`src/rtl/sdram_arb_pkg.sv`:
```
// Shared types and constants for the two-port SDRAM request arbiter.
// Latency: n/a (declarations only).
// Backpressure: n/a.
package sdram_arb_pkg;

    // Arbiter sequencing: take a request, present it to the controller,
    // wait for completion, then pulse the response back to the owner.
    typedef enum logic [1:0] {
        IDLE     = 2'd0,
        ISSUE    = 2'd1,
        WAIT_ACK = 2'd2,
        RESP     = 2'd3
    } arb_state_e;

    // Default datapath width and the strobe width it implies.
    localparam int DATA_W_DFLT = 32;
    localparam int STRB_W      = DATA_W_DFLT / 8;

    // Single-beat transfers only: the controller length field never moves.
    localparam logic [7:0] CORE_LEN_SINGLE = 8'd0;

    // Byte-enable width for an arbitrary data width.
    function automatic int strb_width(input int data_w);
        return data_w / 8;
    endfunction

endpackage

```
`src/rtl/sdram_req_arbiter_if.sv`:
```
// Requester-side bundle: one request handshake plus a one-cycle response.
// Latency: n/a (signal bundle only).
// Backpressure: req_ready from the arbiter gates req_valid; responses cannot be stalled.
interface sdram_req_arbiter_if #(
    parameter int ADDR_W = 32,
    parameter int DATA_W = 32
);
    localparam int SW = DATA_W / 8;

    logic              req_valid;
    logic              req_ready;
    logic              req_write;
    logic [ADDR_W-1:0] req_addr;
    logic [DATA_W-1:0] req_wdata;
    logic [SW-1:0]     req_wstrb;
    logic              resp_valid;
    logic [DATA_W-1:0] resp_rdata;
    logic              resp_err;

    // The requester drives the request and observes ready/response.
    modport master (
        output req_valid,
        output req_write,
        output req_addr,
        output req_wdata,
        output req_wstrb,
        input  req_ready,
        input  resp_valid,
        input  resp_rdata,
        input  resp_err
    );

    // The arbiter consumes the request and produces ready/response.
    modport slave (
        input  req_valid,
        input  req_write,
        input  req_addr,
        input  req_wdata,
        input  req_wstrb,
        output req_ready,
        output resp_valid,
        output resp_rdata,
        output resp_err
    );

endinterface

```
`src/rtl/sdram_rr_pick.sv`:
```
// Two-way request picker: round-robin against the last owner, or port 0 first when fixed.
// Latency: purely combinational.
// Backpressure: none; the caller decides whether the pick is consumed.
module sdram_rr_pick (
    input  logic [1:0] valid,
    input  logic       last,
    input  logic       fixed,
    output logic       grant_vld,
    output logic       grant_id
);

    // A lone requester always wins; a tie goes to the port that did not go last,
    // or to port 0 when priority is fixed.
    always_comb begin
        grant_vld = |valid;
        grant_id  = 1'b0;
        if (valid == 2'b11) begin
            grant_id = fixed ? 1'b0 : ~last;
        end else if (valid[1]) begin
            grant_id = 1'b1;
        end
    end

endmodule

```
`src/rtl/sdram_req_arbiter.sv`:
```
// Shares one SDRAM controller request port between two requesters, one transaction at a time.
// Latency: grant T, core request from T+1, response pulse the cycle after core_ack.
// Backpressure: only one requester is readied per idle cycle; core_accept stalls the issue phase.
module sdram_req_arbiter
    import sdram_arb_pkg::*;
#(
    parameter int ADDR_W     = 32,
    parameter int DATA_W     = 32,
    parameter int FIXED_PRIO = 0
) (
    input  logic                clock,
    input  logic                reset,

    sdram_req_arbiter_if.slave  m0,
    sdram_req_arbiter_if.slave  m1,

    output logic [DATA_W/8-1:0] core_wr,
    output logic                core_rd,
    output logic [7:0]          core_len,
    output logic [ADDR_W-1:0]   core_addr,
    output logic [DATA_W-1:0]   core_wdata,
    input  logic                core_accept,
    input  logic                core_ack,
    input  logic                core_error,
    input  logic [DATA_W-1:0]   core_rdata
);

    localparam int SW = strb_width(DATA_W);

    // Byte address to word address: the two low bits are cleared on capture.
    localparam logic [ADDR_W-1:0] WORD_MASK = {{(ADDR_W-2){1'b1}}, 2'b00};

    arb_state_e        state_q,   state_d;
    logic              owner_q,   owner_d;
    logic              write_q,   write_d;
    logic [ADDR_W-1:0] addr_q,    addr_d;
    logic [DATA_W-1:0] wdata_q,   wdata_d;
    logic [SW-1:0]     wstrb_q,   wstrb_d;
    logic [DATA_W-1:0] rdata_q,   rdata_d;
    logic              err_q,     err_d;
    logic              rr_last_q, rr_last_d;

    logic              grant_vld;
    logic              grant_id;

    logic              sel_write;
    logic [ADDR_W-1:0] sel_addr;
    logic [DATA_W-1:0] sel_wdata;
    logic [SW-1:0]     sel_wstrb;

    logic              rdy0, rdy1;
    logic              rsp0, rsp1;
    logic              null_write;

    sdram_rr_pick u_pick (
        .valid     ({m1.req_valid, m0.req_valid}),
        .last      (rr_last_q),
        .fixed     (FIXED_PRIO != 0),
        .grant_vld (grant_vld),
        .grant_id  (grant_id)
    );

    // Route the picked requester's fields toward the capture registers.
    always_comb begin
        sel_write = m0.req_write;
        sel_addr  = m0.req_addr;
        sel_wdata = m0.req_wdata;
        sel_wstrb = m0.req_wstrb;
        if (grant_id) begin
            sel_write = m1.req_write;
            sel_addr  = m1.req_addr;
            sel_wdata = m1.req_wdata;
            sel_wstrb = m1.req_wstrb;
        end
    end

    // A write with no enabled bytes is completed locally and never reaches the controller.
    assign null_write = write_q && (wstrb_q == '0);

    // Next-state and capture logic for the single outstanding transaction.
    always_comb begin
        state_d   = state_q;
        owner_d   = owner_q;
        write_d   = write_q;
        addr_d    = addr_q;
        wdata_d   = wdata_q;
        wstrb_d   = wstrb_q;
        rdata_d   = rdata_q;
        err_d     = err_q;
        rr_last_d = rr_last_q;

        case (state_q)
            IDLE: begin
                if (grant_vld) begin
                    owner_d = grant_id;
                    write_d = sel_write;
                    addr_d  = sel_addr & WORD_MASK;
                    wdata_d = sel_wdata;
                    wstrb_d = sel_wstrb;
                    state_d = ISSUE;
                end
            end

            ISSUE: begin
                if (null_write) begin
                    rdata_d = '0;
                    err_d   = 1'b0;
                    state_d = RESP;
                end else if (core_accept) begin
                    if (core_ack) begin
                        // Controller finished in the same cycle it took the request.
                        rdata_d = write_q ? '0 : core_rdata;
                        err_d   = core_error;
                        state_d = RESP;
                    end else begin
                        state_d = WAIT_ACK;
                    end
                end
            end

            WAIT_ACK: begin
                if (core_ack) begin
                    rdata_d = write_q ? '0 : core_rdata;
                    err_d   = core_error;
                    state_d = RESP;
                end
            end

            RESP: begin
                rr_last_d = owner_q;
                state_d   = IDLE;
            end

            default: begin
                state_d = IDLE;
            end
        endcase
    end

    // State and capture registers; reset abandons any transaction in flight.
    always_ff @(posedge clock) begin
        if (reset) begin
            state_q   <= IDLE;
            owner_q   <= 1'b0;
            write_q   <= 1'b0;
            addr_q    <= '0;
            wdata_q   <= '0;
            wstrb_q   <= '0;
            rdata_q   <= '0;
            err_q     <= 1'b0;
            rr_last_q <= 1'b1;
        end else begin
            state_q   <= state_d;
            owner_q   <= owner_d;
            write_q   <= write_d;
            addr_q    <= addr_d;
            wdata_q   <= wdata_d;
            wstrb_q   <= wstrb_d;
            rdata_q   <= rdata_d;
            err_q     <= err_d;
            rr_last_q <= rr_last_d;
        end
    end

    // Handshake, controller strobes and response pulses, all held quiet during reset.
    always_comb begin
        rdy0    = 1'b0;
        rdy1    = 1'b0;
        rsp0    = 1'b0;
        rsp1    = 1'b0;
        core_rd = 1'b0;
        core_wr = '0;
        if (!reset) begin
            if (state_q == IDLE && grant_vld) begin
                rdy0 = ~grant_id;
                rdy1 = grant_id;
            end
            if (state_q == ISSUE) begin
                core_rd = ~write_q;
                core_wr = write_q ? wstrb_q : '0;
            end
            if (state_q == RESP) begin
                rsp0 = ~owner_q;
                rsp1 = owner_q;
            end
        end
    end

    assign m0.req_ready  = rdy0;
    assign m1.req_ready  = rdy1;
    assign m0.resp_valid = rsp0;
    assign m1.resp_valid = rsp1;
    assign m0.resp_rdata = rsp0 ? rdata_q : '0;
    assign m1.resp_rdata = rsp1 ? rdata_q : '0;
    assign m0.resp_err   = rsp0 & err_q;
    assign m1.resp_err   = rsp1 & err_q;

    assign core_len   = CORE_LEN_SINGLE;
    assign core_addr  = addr_q;
    assign core_wdata = wdata_q;

endmodule

```
`src/flat_wrapper.sv`:
```
// flat-port wrapper written by rule: the top's interface ports become plain ports
module sdram_req_arbiter_flat import sdram_arb_pkg::*;
#(
    parameter int ADDR_W     = 32,
    parameter int DATA_W     = 32,
    parameter int FIXED_PRIO = 0
)
  (clock, reset, core_wr, core_rd, core_len, core_addr, core_wdata, core_accept, core_ack, core_error, core_rdata, m0_req_valid, m0_req_write, m0_req_addr, m0_req_wdata, m0_req_wstrb, m0_req_ready, m0_resp_valid, m0_resp_rdata, m0_resp_err, m1_req_valid, m1_req_write, m1_req_addr, m1_req_wdata, m1_req_wstrb, m1_req_ready, m1_resp_valid, m1_resp_rdata, m1_resp_err);
  sdram_req_arbiter_if #(.ADDR_W(ADDR_W), .DATA_W(DATA_W)) m0_i ();
  sdram_req_arbiter_if #(.ADDR_W(ADDR_W), .DATA_W(DATA_W)) m1_i ();
  input  logic clock;
  input  logic reset;
  output logic [DATA_W/8-1:0] core_wr;
  output logic core_rd;
  output logic [7:0] core_len;
  output logic [ADDR_W-1:0] core_addr;
  output logic [DATA_W-1:0] core_wdata;
  input  logic core_accept;
  input  logic core_ack;
  input  logic core_error;
  input  logic [DATA_W-1:0] core_rdata;
  input wire logic [$bits(m0_i.req_valid)-1:0] m0_req_valid;
  input wire logic [$bits(m0_i.req_write)-1:0] m0_req_write;
  input wire logic [$bits(m0_i.req_addr)-1:0] m0_req_addr;
  input wire logic [$bits(m0_i.req_wdata)-1:0] m0_req_wdata;
  input wire logic [$bits(m0_i.req_wstrb)-1:0] m0_req_wstrb;
  output wire logic [$bits(m0_i.req_ready)-1:0] m0_req_ready;
  output wire logic [$bits(m0_i.resp_valid)-1:0] m0_resp_valid;
  output wire logic [$bits(m0_i.resp_rdata)-1:0] m0_resp_rdata;
  output wire logic [$bits(m0_i.resp_err)-1:0] m0_resp_err;
  input wire logic [$bits(m1_i.req_valid)-1:0] m1_req_valid;
  input wire logic [$bits(m1_i.req_write)-1:0] m1_req_write;
  input wire logic [$bits(m1_i.req_addr)-1:0] m1_req_addr;
  input wire logic [$bits(m1_i.req_wdata)-1:0] m1_req_wdata;
  input wire logic [$bits(m1_i.req_wstrb)-1:0] m1_req_wstrb;
  output wire logic [$bits(m1_i.req_ready)-1:0] m1_req_ready;
  output wire logic [$bits(m1_i.resp_valid)-1:0] m1_resp_valid;
  output wire logic [$bits(m1_i.resp_rdata)-1:0] m1_resp_rdata;
  output wire logic [$bits(m1_i.resp_err)-1:0] m1_resp_err;
  assign m0_i.req_valid = m0_req_valid;
  assign m0_i.req_write = m0_req_write;
  assign m0_i.req_addr = m0_req_addr;
  assign m0_i.req_wdata = m0_req_wdata;
  assign m0_i.req_wstrb = m0_req_wstrb;
  assign m0_req_ready = m0_i.req_ready;
  assign m0_resp_valid = m0_i.resp_valid;
  assign m0_resp_rdata = m0_i.resp_rdata;
  assign m0_resp_err = m0_i.resp_err;
  assign m1_i.req_valid = m1_req_valid;
  assign m1_i.req_write = m1_req_write;
  assign m1_i.req_addr = m1_req_addr;
  assign m1_i.req_wdata = m1_req_wdata;
  assign m1_i.req_wstrb = m1_req_wstrb;
  assign m1_req_ready = m1_i.req_ready;
  assign m1_resp_valid = m1_i.resp_valid;
  assign m1_resp_rdata = m1_i.resp_rdata;
  assign m1_resp_err = m1_i.resp_err;
  sdram_req_arbiter #(.ADDR_W(ADDR_W), .DATA_W(DATA_W), .FIXED_PRIO(FIXED_PRIO)) u_core (.clock(clock), .reset(reset), .m0(m0_i), .m1(m1_i), .core_wr(core_wr), .core_rd(core_rd), .core_len(core_len), .core_addr(core_addr), .core_wdata(core_wdata), .core_accept(core_accept), .core_ack(core_ack), .core_error(core_error), .core_rdata(core_rdata));
endmodule
```
`config.mk`:
```
export PLATFORM = sky130hd
export DESIGN_NAME = sdram_req_arbiter_flat
export DESIGN_NICKNAME = d
export VERILOG_FILES = /design/src/rtl/sdram_arb_pkg.sv /design/src/rtl/sdram_req_arbiter_if.sv /design/src/rtl/sdram_rr_pick.sv /design/src/rtl/sdram_req_arbiter.sv /design/src/flat_wrapper.sv
export SDC_FILE = /design/constraint.sdc
export NUM_CORES = 1
export LEC_CHECK = 0
export BUFFER_PORTS_ARGS = -buffer_cell sky130_fd_sc_hd__buf_2
export CORE_AREA = 3 3 124 126
export CTS_CLUSTER_DIAMETER = 150
export DETAILED_ROUTE_END_ITERATION = 8
export DIE_AREA = 0 0 127 129
export PLACE_DENSITY = 0.79
export SLEW_MARGIN = 40
export SYNTH_ARGS = -nofsm -noshare
export SYNTH_HDL_FRONTEND = slang
export SYNTH_SLANG_ARGS = --single-unit
```
`constraint.sdc`:
```
create_clock -name clock -period 2.5 [get_ports clock]
set_clock_uncertainty 0.1 [all_clocks]
set_input_delay 0.75 -clock clock [delete_from_list [all_inputs] [get_ports clock]]
set_output_delay 0.75 -clock clock [all_outputs]
set_load 0.02 [all_outputs]
```
Word level (Yosys, flattened, before mapping). Cells that the tools add are included.

Input port bits: 177. Flip-flop bits (word level): 104.

Mux-type cells: 36. Equality and inequality tests: 7. Bitwise logic cells: 6. Reductions and logical operators: 9.

Operator list (count): two-way mux 32 bit (8); one-hot mux 32 bit (2 select lines) (1); two-way mux 1 bit (17); two-way mux 4 bit (4); two-way mux 2 bit (4); one-hot mux 2 bit (4 select lines) (1); equality test 2 bit, second input constant (3); logical NOT 4 bit (1); inverter 1 bit (4); AND reduction 2 bit (2); inequality test 3 x 2 -> 1 bit, second input constant (1); AND reduction 3 bit (1); AND 1 bit (2); equality test 2 x 1 -> 1 bit, second input constant (1); logical AND 1 bit (2); logical NOT 2 bit (1); inequality test 2 x 1 -> 1 bit, second input constant (1); inequality test 2 bit, second input constant (1); one-hot mux 1 bit (2 select lines) (1); nonzero test 2 bit (1); OR reduction 2 bit (1).

Depth between registers and ports, before layout.
Depth after elaboration: 5. Depth in mapped cells: 8.

Modules after synthesis. A second synthesis with hierarchy kept.

Cell total of the unflattened synthesis: 510. Area, all modules: 4926.0 um^2.

By module, submodules not included: sdram_req_arbiter (seq. area each 2082.0 um^2, area an instance 4908.5 um^2, cells an instance 507, instances 1); sdram_rr_pick (seq. area each 0.0 um^2, area an instance 17.5 um^2, cells an instance 3, instances 1).

Worst setup path before layout. No wires, ideal clock.

Kind: input port to output port. Start point: in reset. End point: out m1_resp_rdata[22]. Arrival time: 1.981 ns. Buffers on the path: 3. Stages: 6. Data required time: 1.650 ns. Setup slack: -0.331 ns. Cell sequence: buf_2 -> inv_1 -> and3_1 -> clkbuf_1 -> clkbuf_1 -> and2_1.

Word-level cells in the longest chain between the ends: 2.

Ends and longest elaborated chain: start: declaration (line flat_wrapper.sv:12) `input logic reset;`; two-way mux 1 bit (line sdram_req_arbiter.sv:173) `if (!reset) begin`; net m1_resp_valid (line flat_wrapper.sv:37) `output wire logic [$bits(m1_i.resp_valid)-1:0] m1_resp_valid;`; two-way mux 32 bit (line sdram_req_arbiter.sv:194) `assign m1.resp_rdata = rsp1 ? rdata_q : '0;`; end: declaration (line flat_wrapper.sv:38) `output wire logic [$bits(m1_i.resp_rdata)-1:0] m1_resp_rdata;`.

The timed path passes the listed nets, and every way through them passes these cells.

Worst setup path in the final report.
Start point: in reset. End point: out m1_resp_rdata[26].

Word-level cells in the longest chain between the ends: 2.

Ends and longest elaborated chain (line): two-way mux 1 bit (sdram_req_arbiter.sv:173); two-way mux 32 bit (sdram_req_arbiter.sv:194).

Every way passes these cells.

==> implementation parameters <==
Parameter                              Value

Yosys
  Fraction of synthesized cell area taken by the top area cell type ... 42.85%
  Share of the yosys chip area belonging to registers ... 42.85%
  Unique cell type count in the Yosys netlist ... 34
  Post-synthesis async set-or-reset flop share ... 0%
  Synthesis Warnings ... 0
  Flop and latch count out of synthesis ... 104
  Number of enable flip-flop cells after synthesis ... 0
  Prevailing post-synth register cell ... sky130_fd_sc_hd__dfxtp_1
  Mapped Cells ... 621
  Post-Syn Area ... 4858 µm²
  Syn_area_per_cell ... 7.824 µm²
  Post-synth top area cell ... sky130_fd_sc_hd__dfxtp_1
  Cells taking the most area after synthesis ... sky130_fd_sc_hd__dfxtp_1 (43%), sky130_fd_sc_hd__and2_1 (9.1%), sky130_fd_sc_hd__a22oi_1 (7.0%)

Clock tree
  Number of clock buffers inserted by TritonCTS ... 9
  Master cell of the clock root buffer ... sky130_fd_sc_hd__clkbuf_16
  CTS HTree Levels ... 3
  Clk sink count ... 104
  Cts hold-fix bufs ... 0
  Deepest clock path buffer count ... 2
  CTS tree ... built
  Clock latency of the later-clocked register in the worst-skew pair ... 0.34 ns
  Clk pin slew, worst setup/hold paths ... 0.07 ns

Finish
  Post-layout nets ... 1101
  Proportion of layout cells with a drive suffix above 1 ... 46.27%
  Filler-free cell count of the finished design ... 1111
  Fill cells ... 1328
  Area growth syn-to-layout ... 57.74%

GRT
  Remaining global-route overflow ... 0
  GRT Overall Usage ... 19.09%
  Global-route wire length before repair ... 25060 µm
  Antenna violations before repair ... 2
  Vias in the first global route ... 4975
  Maximum number of pins on one net before global-route repair ... 45

Floorplanning
  Full die area ... 16380 µm²
  Core region area ... 14420 µm²
  Die boundary height ... 129 µm
  Initial cell density of the core ... 33.68%
  Die W ... 127 µm
  Standard-cell row count ... 44
  I/O Pins ... 324

Timing
  Post-layout worst setup margin ... -0.02154 ns
  Unrepaired setup endpoints after global routing ... yes
  Final period demand of the worst path ... 2.522 ns
  Slew of the pin with the lowest slew margin ... 0.7723 ns
  Final number of hold-violating endpoints ... 0
  Normalized max-slew margin ... 48.51%
  Max-slew violation total from the final report ... 0
  Maximum clock frequency ... 396.6 MHz
  Crit share post-route ... 100.9%
  Final-layout worst hold slack ... 0.3338 ns
  Final Setup Violations ... 12

Detailed routing
  First DRT Iteration DRCs ... 339
  Count of nets left with antenna violations after detail routing ... 0
  Number of design rule violations left after detail routing ... 0
  Wire length reported by the detailed router ... 18140 µm
  Via Count ... 5619
  Number of search-and-repair iterations in the first detailed-routing pass ... 6
  DR WL/cell ... 16.33 µm
  Vias per cell ... 5.058

Place
  Port Buffers ... 309
  Weighted congestion reported at the end of routability-driven placement ... 0.8082
  HPWL reported at the end of detailed placement ... 12220 µm
  Placed Instances ... 1081

Critical path
  Data arrival at the endpoint of the critical path ... 1.67 ns
  Sort of element at the start of the critical path ... input port
  Cells along the critical path ... buf_8 > inv_4 > and3_4 > clkbuf_16 > and2_4 > buf_6
  Data required time at the worst endpoint ... 1.65 ns
  CP max-delay cell ... sky130_fd_sc_hd__and3_4
  Launch point of the worst reg-to-reg path ... u_core.state_q[0]$_SDFFE_PP0P_
  Critical path class ... input port to output port
  Max FO, Critical Path ... 8
  Worst Reg2Reg Path Length in Cells ... 6
  CP Capture Type ... output port
  Biggest cell delay along the critical path ... 0.30 ns
  Reg2Reg Setup Slack ... 0.26 ns
  Endpoint of the lowest-slack register-to-register path ... u_core.rdata_q[30]$_SDFFE_PP0P_

Power and ir drop
  Cell area power density ... 923.9 nW/µm²
  Worst vdd rail ir drop ... 418.1 µV
  Leakage power ... 3.837 nW

Hold path
  Worst hold start ... u_core.core_addr[31]$_SDFFE_PP0N_
  Class of the worst hold path ... flop to flop
  Worst Hold Path Cells ... 2
  Endpoint, Worst Hold ... u_core.core_addr[31]$_SDFFE_PP0N_

Flow run
  Number of max-cap violations ... 0

Outcome
  Violated checks ... negative setup slack
  Result of the run ... finished with violations
-- per-stage QoR --
step           setup TNS (ns)  util (%)  setup slack (ns)  area [µm²]  total power, mW
2_1_floorplan         -0.4274         -          -0.01977        4995            4.402
3_3_place_gp          -0.6810     46.30          -0.03063        6678            5.325
3_5_place_dp           -1.233     46.35          -0.05233        6685            5.399
4_1_cts              -0.02242     49.73         -0.002656        7173            7.041
5_1_grt                -1.346     53.11          -0.04962        7661            7.526
6_report             -0.07093     53.13          -0.02154        7664            7.080
-- kinds of logic after synthesis --
family,count (synthesis),synth area share (%)
buffers and inverters,98,8.885
DFF,104,42.85
adders and majority gates,4,1.030
other,1,0.07719
and+or+nand+nor,255,25.19
AOI/OAI and AO/OA,159,21.97
-- how the worst max path moves through the flow --
| stage | to | from | cells past startpoint |
|---|---|---|---|
| after global routing | m1_resp_rdata[26] | reset | 6 |
| after detailed placement | m1_resp_rdata[9] | reset | 6 |
| final | m1_resp_rdata[26] | reset | 6 |
| after floorplan | m1_resp_rdata[22] | reset | 6 |
| after global placement | m1_resp_rdata[20] | reset | 6 |
| after CTS | m0_resp_rdata[19] | u_core.state_q[1]$_SDFFE_PP0P_ | 6 |
-- where the power goes --
part	switching (mW)	internal, mW	total [mW]
registers	0.391	2.22	2.61
clock network	0.659	0.890	1.55
logic	1.80	1.12	2.92
total	2.85	4.23	7.08
-- timing repair --
item,CTS,global route
gates resized for setup,38,139
setup endpoints to repair,72,73
setup buffers,3,3
cloned,1,6
pin swaps,1,15
-- state kept, by name, indices dropped and copies added (netlist names) --
register,cells
u_core.rdata_q,32
u_core.write_q,1
u_core.core_wdata,32
u_core.err_q,1
u_core.owner_q,1
u_core.state_q,2
u_core.core_addr,30
u_core.rr_last_q,1
u_core.wstrb_q,4
-- cell usage after synthesis, types with 2 or more instances --
cell / instances
sky130_fd_sc_hd__ha_1: 4
sky130_fd_sc_hd__clkbuf_1: 28
sky130_fd_sc_hd__nor3_1: 32
sky130_fd_sc_hd__dfxtp_1: 104
sky130_fd_sc_hd__nor3b_1: 3
sky130_fd_sc_hd__o21ai_0: 40
sky130_fd_sc_hd__a222oi_1: 23
sky130_fd_sc_hd__buf_4: 10
sky130_fd_sc_hd__buf_2: 21
sky130_fd_sc_hd__and3_1: 2
sky130_fd_sc_hd__a21oi_1: 39
sky130_fd_sc_hd__and2_1: 71
sky130_fd_sc_hd__nand2_1: 83
sky130_fd_sc_hd__nor2_1: 57
sky130_fd_sc_hd__o21ai_1: 4
sky130_fd_sc_hd__inv_1: 38
sky130_fd_sc_hd__a22oi_1: 45
-- worst max-delay path, delay by kind of cell --
kind / cells / cell delay [ns]
buffers and inverters: 4 / 0.47
AND/OR/NAND/NOR: 2 / 0.45
-- layer usage --
metal  track usage, %  part of all wire (%)
met5                0                 0.099
met4            9.022                   3.4
met3            4.732                   8.6
met2            32.50                    50
met1            22.66                    38
-- cells in the final DEF (no fill, tap or decap), types with 2 or more instances in the layout --
cell | netlist | final
sky130_fd_sc_hd__nand2_1 | 83 | 83
sky130_fd_sc_hd__nor3b_2 | 1 | 2
sky130_fd_sc_hd__buf_12 | 0 | 5
sky130_fd_sc_hd__a22oi_1 | 45 | 44
sky130_fd_sc_hd__buf_4 | 10 | 36
sky130_fd_sc_hd__conb_1 | 1 | 10
sky130_fd_sc_hd__and2_2 | 0 | 9
sky130_fd_sc_hd__buf_8 | 0 | 2
sky130_fd_sc_hd__and2_4 | 0 | 46
sky130_fd_sc_hd__clkbuf_16 | 0 | 13
sky130_fd_sc_hd__nor2_1 | 57 | 57
sky130_fd_sc_hd__buf_6 | 0 | 50
sky130_fd_sc_hd__buf_2 | 21 | 241
sky130_fd_sc_hd__and2_1 | 71 | 16
sky130_fd_sc_hd__clkinv_4 | 0 | 3
sky130_fd_sc_hd__bufinv_16 | 0 | 2
sky130_fd_sc_hd__a222oi_1 | 23 | 23
sky130_fd_sc_hd__inv_1 | 38 | 37
sky130_fd_sc_hd__a21oi_1 | 39 | 37
sky130_fd_sc_hd__o21ai_1 | 4 | 3
sky130_fd_sc_hd__a211oi_4 | 1 | 2
sky130_fd_sc_hd__dfxtp_1 | 104 | 102
sky130_fd_sc_hd__nor3_1 | 32 | 32
sky130_fd_sc_hd__o21ai_0 | 40 | 40
sky130_fd_sc_hd__dfxtp_4 | 0 | 2
sky130_fd_sc_hd__diode_2 | 0 | 2
sky130_fd_sc_hd__ha_4 | 0 | 2
-- final cells by class --
class	count	area, µm²	share of cell area (%)
antenna	2	5.005	0.06531
clock buffer	9	225.2	2.939
clock inverter	7	105.1	1.371
inverter	38	145.1	1.894
multi-input combinational	428	2586	33.75
sequential	104	2090	27.27
tap	184	230.2	3.004
timing repair buffer	339	2277	29.71
Note: power is estimated with default switching activity, not from simulation.
